$ cat src/rtl/counted_fifo.sv
// First-word-fall-through FIFO of arbitrary depth with occupancy count, programmable
// almost-full/almost-empty thresholds, synchronous flush and sticky overflow/underflow flags.
module counted_fifo #(
    parameter int WIDTH    = 8,
    parameter int DEPTH    = 8,
    parameter int AF_LEVEL = 6,
    parameter int AE_LEVEL = 1,
    parameter int CNTWID   = $clog2(DEPTH + 1)
) (
    input  logic              clk,
    input  logic              rst,
    input  logic              push,
    input  logic              pop,
    input  logic              flush,
    input  logic              clr_err,
    input  logic [WIDTH-1:0]  data_in,
    output logic [WIDTH-1:0]  data_out,
    output logic [CNTWID-1:0] count,
    output logic              full,
    output logic              empty,
    output logic              almost_full,
    output logic              almost_empty,
    output logic              overflow,
    output logic              underflow
);

    localparam int PTRW = (DEPTH > 1) ? $clog2(DEPTH) : 1;
    localparam logic [PTRW-1:0]   PTR_LAST  = PTRW'(DEPTH - 1);
    localparam logic [CNTWID-1:0] CNT_FULL  = CNTWID'(DEPTH);
    localparam logic [CNTWID-1:0] CNT_AF    = CNTWID'(AF_LEVEL);
    localparam logic [CNTWID-1:0] CNT_AE    = CNTWID'(AE_LEVEL);

    if (WIDTH < 1 || DEPTH < 2 || AF_LEVEL < 1 || AF_LEVEL > DEPTH ||
        AE_LEVEL < 0 || AE_LEVEL > DEPTH - 1) begin : g_param_check
        $error("counted_fifo: illegal WIDTH/DEPTH/AF_LEVEL/AE_LEVEL combination");
    end

    logic [WIDTH-1:0]  mem [DEPTH];
    logic [PTRW-1:0]   wr_ptr_reg, rd_ptr_reg;
    logic [PTRW-1:0]   wr_ptr_next, rd_ptr_next;
    logic [CNTWID-1:0] count_reg, count_next;
    logic              overflow_reg, underflow_reg;
    logic              push_acc, pop_acc;
    logic              overflow_set, underflow_set;

    // Flags come only from the registered count, never from push/pop directly.
    assign full         = (count_reg == CNT_FULL);
    assign empty        = (count_reg == '0);
    assign almost_full  = (count_reg >= CNT_AF);
    assign almost_empty = (count_reg <= CNT_AE);
    assign count        = count_reg;
    assign overflow     = overflow_reg;
    assign underflow    = underflow_reg;

    // A full FIFO still accepts a push when a pop frees the head slot on the same edge.
    assign pop_acc  = pop & ~empty;
    assign push_acc = push & (~full | pop_acc);

    assign overflow_set  = push & full & ~pop & ~flush;
    assign underflow_set = pop & empty & ~flush;

    always_comb begin
        wr_ptr_next = wr_ptr_reg;
        rd_ptr_next = rd_ptr_reg;
        count_next  = count_reg;
        if (push_acc) begin
            wr_ptr_next = (wr_ptr_reg == PTR_LAST) ? '0 : wr_ptr_reg + 1'b1;
        end
        if (pop_acc) begin
            rd_ptr_next = (rd_ptr_reg == PTR_LAST) ? '0 : rd_ptr_reg + 1'b1;
        end
        case ({push_acc, pop_acc})
            2'b10:   count_next = count_reg + 1'b1;
            2'b01:   count_next = count_reg - 1'b1;
            default: count_next = count_reg;
        endcase
    end

    always_ff @(posedge clk or posedge rst) begin
        if (rst) begin
            wr_ptr_reg <= '0;
            rd_ptr_reg <= '0;
            count_reg  <= '0;
        end else if (flush) begin
            wr_ptr_reg <= '0;
            rd_ptr_reg <= '0;
            count_reg  <= '0;
        end else begin
            wr_ptr_reg <= wr_ptr_next;
            rd_ptr_reg <= rd_ptr_next;
            count_reg  <= count_next;
        end
    end

    // Setting an error wins over clearing it in the same cycle.
    always_ff @(posedge clk or posedge rst) begin
        if (rst) begin
            overflow_reg  <= 1'b0;
            underflow_reg <= 1'b0;
        end else begin
            if (overflow_set) begin
                overflow_reg <= 1'b1;
            end else if (clr_err) begin
                overflow_reg <= 1'b0;
            end
            if (underflow_set) begin
                underflow_reg <= 1'b1;
            end else if (clr_err) begin
                underflow_reg <= 1'b0;
            end
        end
    end

    // Storage is deliberately left out of reset.
    always_ff @(posedge clk) begin
        if (push_acc && !flush) begin
            mem[wr_ptr_reg] <= data_in;
        end
    end

    // Head is read combinationally so a written word falls through right after its edge.
    assign data_out = empty ? '0 : mem[rd_ptr_reg];

`ifdef FORMAL
    always_comb begin
        assert (count_reg <= CNT_FULL);
        assert (full == (count_reg == CNT_FULL));
        assert (empty == (count_reg == '0));
        assert (((int'(wr_ptr_reg) + DEPTH - int'(rd_ptr_reg)) % DEPTH) == (int'(count_reg) % DEPTH));
    end
`endif

endmodule

$ cat config.mk
export PLATFORM = sky130hd
export DESIGN_NAME = counted_fifo
export DESIGN_NICKNAME = d
export VERILOG_FILES = /design/src/rtl/counted_fifo.sv
export SDC_FILE = /design/constraint.sdc
export NUM_CORES = 1
export LEC_CHECK = 0
export CAP_MARGIN = 40
export CORE_UTILIZATION = 35
export DETAILED_ROUTE_END_ITERATION = 8
export HOLD_SLACK_MARGIN = 0.02
export SYNTH_ARGS = -nofsm -noshare
export SYNTH_HDL_FRONTEND = slang
export SYNTH_SLANG_ARGS = --single-unit
$ cat constraint.sdc
create_clock -name clk -period 3.12 [get_ports clk]
set_input_delay 0.624 -clock clk [delete_from_list [all_inputs] [get_ports clk]]
set_output_delay 0.624 -clock clk [all_outputs]
set_load 0.05 [all_outputs]
Yosys cells after proc, flatten, opt, wreduce, memory -nomap -nowiden:

Memory sizes are Yosys's and may differ from the RTL's.
Cells that the tools add are included.

* mux-type cells: 14
* bitwise logic cells: 12
* add/subtract/negate cells: 4
* reduce and logical (&&, ||, !) cells: 8
* equality and inequality tests: 5
* magnitude comparators: 2

Operators with widths (number)
* $mux 3: 6
* $mux 8: 1
* $pmux 4 s2: 1
* $reduce_bool 2->1: 4
* $and 1x1->1: 7
* $add 3x1->3 const B: 2
* $eq 3x3->1 const B: 2
* $mux 1: 5
* $add 4x1->4 const B: 1
* $eq 4x4->1 const B: 1
* $ge 4x3->1 const B: 1
* $le 4x1->1 const B: 1
* $logic_not 4->1: 1
* $mux 4: 1
* $not 1->1: 4
* $sub 4x1->4 const B: 1
* $reduce_bool 3->1: 1
* $eq 2x1->1 const B: 1
* $eq 2x2->1 const B: 1
* $logic_and 1x1->1: 1
* $logic_not 1->1: 1
* $or 1x1->1: 1

* bits of input ports: 14
* RAM bits: 64
* output and inout port bits: 18
* register bits after elaboration: 12
* memories: 1

Memories
* mem: words 8, bits a word 8, rd ports 1, clocked after memory_dff 0, write ports 1, line 38 `logic [WIDTH-1:0] mem [DEPTH];`

Logic depth before layout (Yosys ltp):

* word-level depth: 8
* gate-level depth with buffers: 8

Worst setup path after synthesis:

Ideal clock, no wire load.

* path kind: reg2out
* from: register count_reg[0], in the netlist count[0]
* to: output data_out[0]
* cell stages (with the launch flop): 8
* slack: 0.080 ns
* data required time: 2.496 ns
* buffers on the path: 2
* arrival: 2.416 ns
* cell sequence: dfrtp_1 inv_1 ha_1 or3b_1 buf_2 clkinv_2 buf_2 nor2_1

* word-level cells in the longest chain between the ends: 2

Ends and longest elaborated chain
* start: declaration: line 41 `logic [CNTWID-1:0] count_reg, count_next;`
* start signal: assignment: line 91 `count_reg <= count_next;`
* $logic_not 4->1: line 48 `assign empty = (count_reg == '0);`
* net empty: line 20 `output logic empty,`
* $mux 8: line 122 `assign data_out = empty ? '0 : mem[rd_ptr_reg];`
* end: declaration: line 17 `output logic [WIDTH-1:0] data_out,`

The timed path passes the listed nets, and every way through them passes these cells.

Worst setup path after layout:

* from: register count_reg[0], in the netlist count[0]
* to: output data_out[6]

* word-level cells in the longest chain between the ends: 2

Ends and longest elaborated chain (line)
* $logic_not 4->1: 48
* $mux 8: 122

Every way passes these cells.

==> results.yml <==
outcome:
  outcome: "completed"
timing:
  setup_violations: 0
  fin_worst_skew_ns: 0.00617
  worst-slew-pin-transition_ns: 0.787
  finalCritPeriodShare: 0.909
  hold_viol: 0
  setup_tns_ns: 0
  slew_headroom: 0.475
  maxSlewViolCount: 0
  max_freq_mhz: 353
  rsz0062_at_grt: "false"
  timing.final.crit_period_ns: 2.84
layout:
  final_nets: 270
  multiInputGateArea_um2: 990
  mostFrequentLayoutCell: "edfxtp_1"
  drive_gt1_frac: 0.218
  synthToLayoutAreaGrowth_pct: 20.2
  insertedDiodeCount: 0
  final_cell_mix: "edfxtp_1 (64), clkdlybuf4s50_1 (22), nor2_1 (20)"
  postLayoutCoreUtil: 0.431
  nFillCells: 835
  fin_cells: 363
  regArea_um2: 2220
  largest_reg_flops: 64
cts:
  cts_sinks: 76
  cts.repair.resized: 0
  cts_buffers: 9
  htreeDepth: 3
  cts_hold_buf: 0
  path_clk_slew_ns: 0.08
  cts_tree: "yes"
  cts_setup_buffers: 0
  ctsLongestPathBuffers: 2
  clkLatencyLatePin_ns: 0.34
  cts-root-buf: "clkbuf_8"
yosys:
  syn_area_per_cell_um2: 16.0
  syn-cell-area_um2: 3300
  synth_cells: 206
  synth.yosys.seq_area_share: 0.674
  synth_area_leader_cell: "edfxtp_1"
  synthTopCellsByArea: "edfxtp_1 (58%), mux4_2 (11%), dfrtp_1 (9.1%)"
  synthDistinctLibCells: 35
  ys_warn_count: 0
  synth_top_cell_area_share: 0.583
  synth_nets: 229
  ys_seq_elements: 76
critical_path:
  critical_path.max_stage_delay_ns: 0.51
  worstPathRequired_ns: 2.50
  critPathBufInv: 3
  cp_slowest_cell: "dfrtp_1"
  cp-start-kind: "register"
  worstPathCellList: "inv_1 > ha_1 > or3b_1 > clkinv_2 > nor2_1 > buf_4"
  cp.arrival_ns: 2.21
  crit_type: "register to primary output"
  cp_top_family: "buffers and inverters"
  cp_max_fo: 11
  end_kind: "primary output"
pwr:
  ir_drop_mv: 0.238
  leakagePower_nw: 1.39
  power-per-cell-area_nw_per_um2: 679
  p_total_mw: 2.69
grt:
  grt_pass1_vias: 1771
  grt_usage: 0.138
  grt_max_degree: 20
  grt_pass1_wl_um: 9810
  overflow: 0
  antenna_found_initial: 0
place:
  placedCellCount: 347
  placement.io_buffers: 31
  gp_congestion: 0.854
  post-dp-hpwl_um: 4230
run:
  maxCapViolations: 0
floorplan:
  core.rowCount: 35
  io-pin-count: 32
  start_util: 0.359
  die_x_um: 99.1
  core-area_um2: 9200
  die_h_um: 99.1
  die_area_um2: 9820
detailed_routing:
  ant_nets: 0
  wirelength_um: 6210
  wl_per_cell_um: 17.1
  dr.first_iter.drc_count: 96
  dr.pass1.iters: 4
  drc: 0
  viasPerCell: 4.93
  vias: 1790
hold_path:
  hold_class: "register to register"
-- through the flow --
stage | setup WS (ns) | instance area (µm²) | hold slack [ns]
after global routing | 0.0832 | 3970 | 0.538
after global placement | 0.625 | 3740 | 0.485
after floorplan | 0.0804 | 3300 | 0.489
after CTS | 0.221 | 3970 | 0.512
after detailed placement | 0.560 | 3740 | 0.493
final | 0.284 | 3970 | 0.510
-- final timing paths --
path                                start             to  slack [ns]  cells after the start
worst max-delay path             count[0]    data_out[6]        0.28                      6
worst min-delay path            underflow      underflow        0.51                      1
worst max register to register   count[0]       count[2]        0.76                      7
worst min register to register  underflow      underflow        0.51                      1
max in group asynchronous             rst  wr_ptr_reg[0]        2.20                      2
min in group asynchronous             rst       count[1]        0.60                      2
-- cell usage after synthesis (all sizes together) --
cell      n
edfxtp   64
nor2     20
mux4     16
nand2    13
dfrtp    12
ha        9
mux2i     9
buf       8
a21oi     7
inv       6
nand2b    6
nand3     5
nor3      4
o21ai     4
clkbuf    3
nor2b     3
or3       3
a211oi    2
mux2      2
a32o      1
clkinv    1
nand4     1
nand4b    1
nand4bb   1
o2bb2ai   1
o311a     1
or3b      1
xnor2     1
xor2      1
-- report_power, final --
part / leakage (nW) / internal (mW) / switching (mW) / total, mW
combinational: 0.534 / 0.254 / 0.450 / 0.704
sequential: 0.741 / 1.13 / 0.0392 / 1.17
clock: 0.114 / 0.456 / 0.365 / 0.820
-- area by class of cell --
| class | instances | share of cell area |
|---|---|---|
| clock buffers | 9 | 0.0312 |
| inverters | 7 | 0.00694 |
| well taps | 111 | 0.0350 |
| multi-input cells | 112 | 0.250 |
| flip-flops and latches | 76 | 0.560 |
| clock inverters | 7 | 0.0252 |
| repair buffers | 41 | 0.0915 |
-- per-layer routing --
metal,wire (µm),track usage,vias to the layer above,share of wire
met5,0,0,-,0
met4,83,0.0543,0,0.013
met3,141,0.0369,7,0.023
met2,3090,0.219,25,0.50
met1,2890,0.183,897,0.47
li1,-,-,861,-
-- logic make-up after synthesis --
logic type,synth area share
buffers and inverters,0.0262
AO/OA/AOI/OAI,0.0326
AND/OR/NAND/NOR,0.0846
XOR/XNOR,0.00531
adder cells (fa/ha/maj),0.0341
flip-flops,0.674
multiplexers,0.143
No activity file was read; power rests on OpenSTA's default activity.
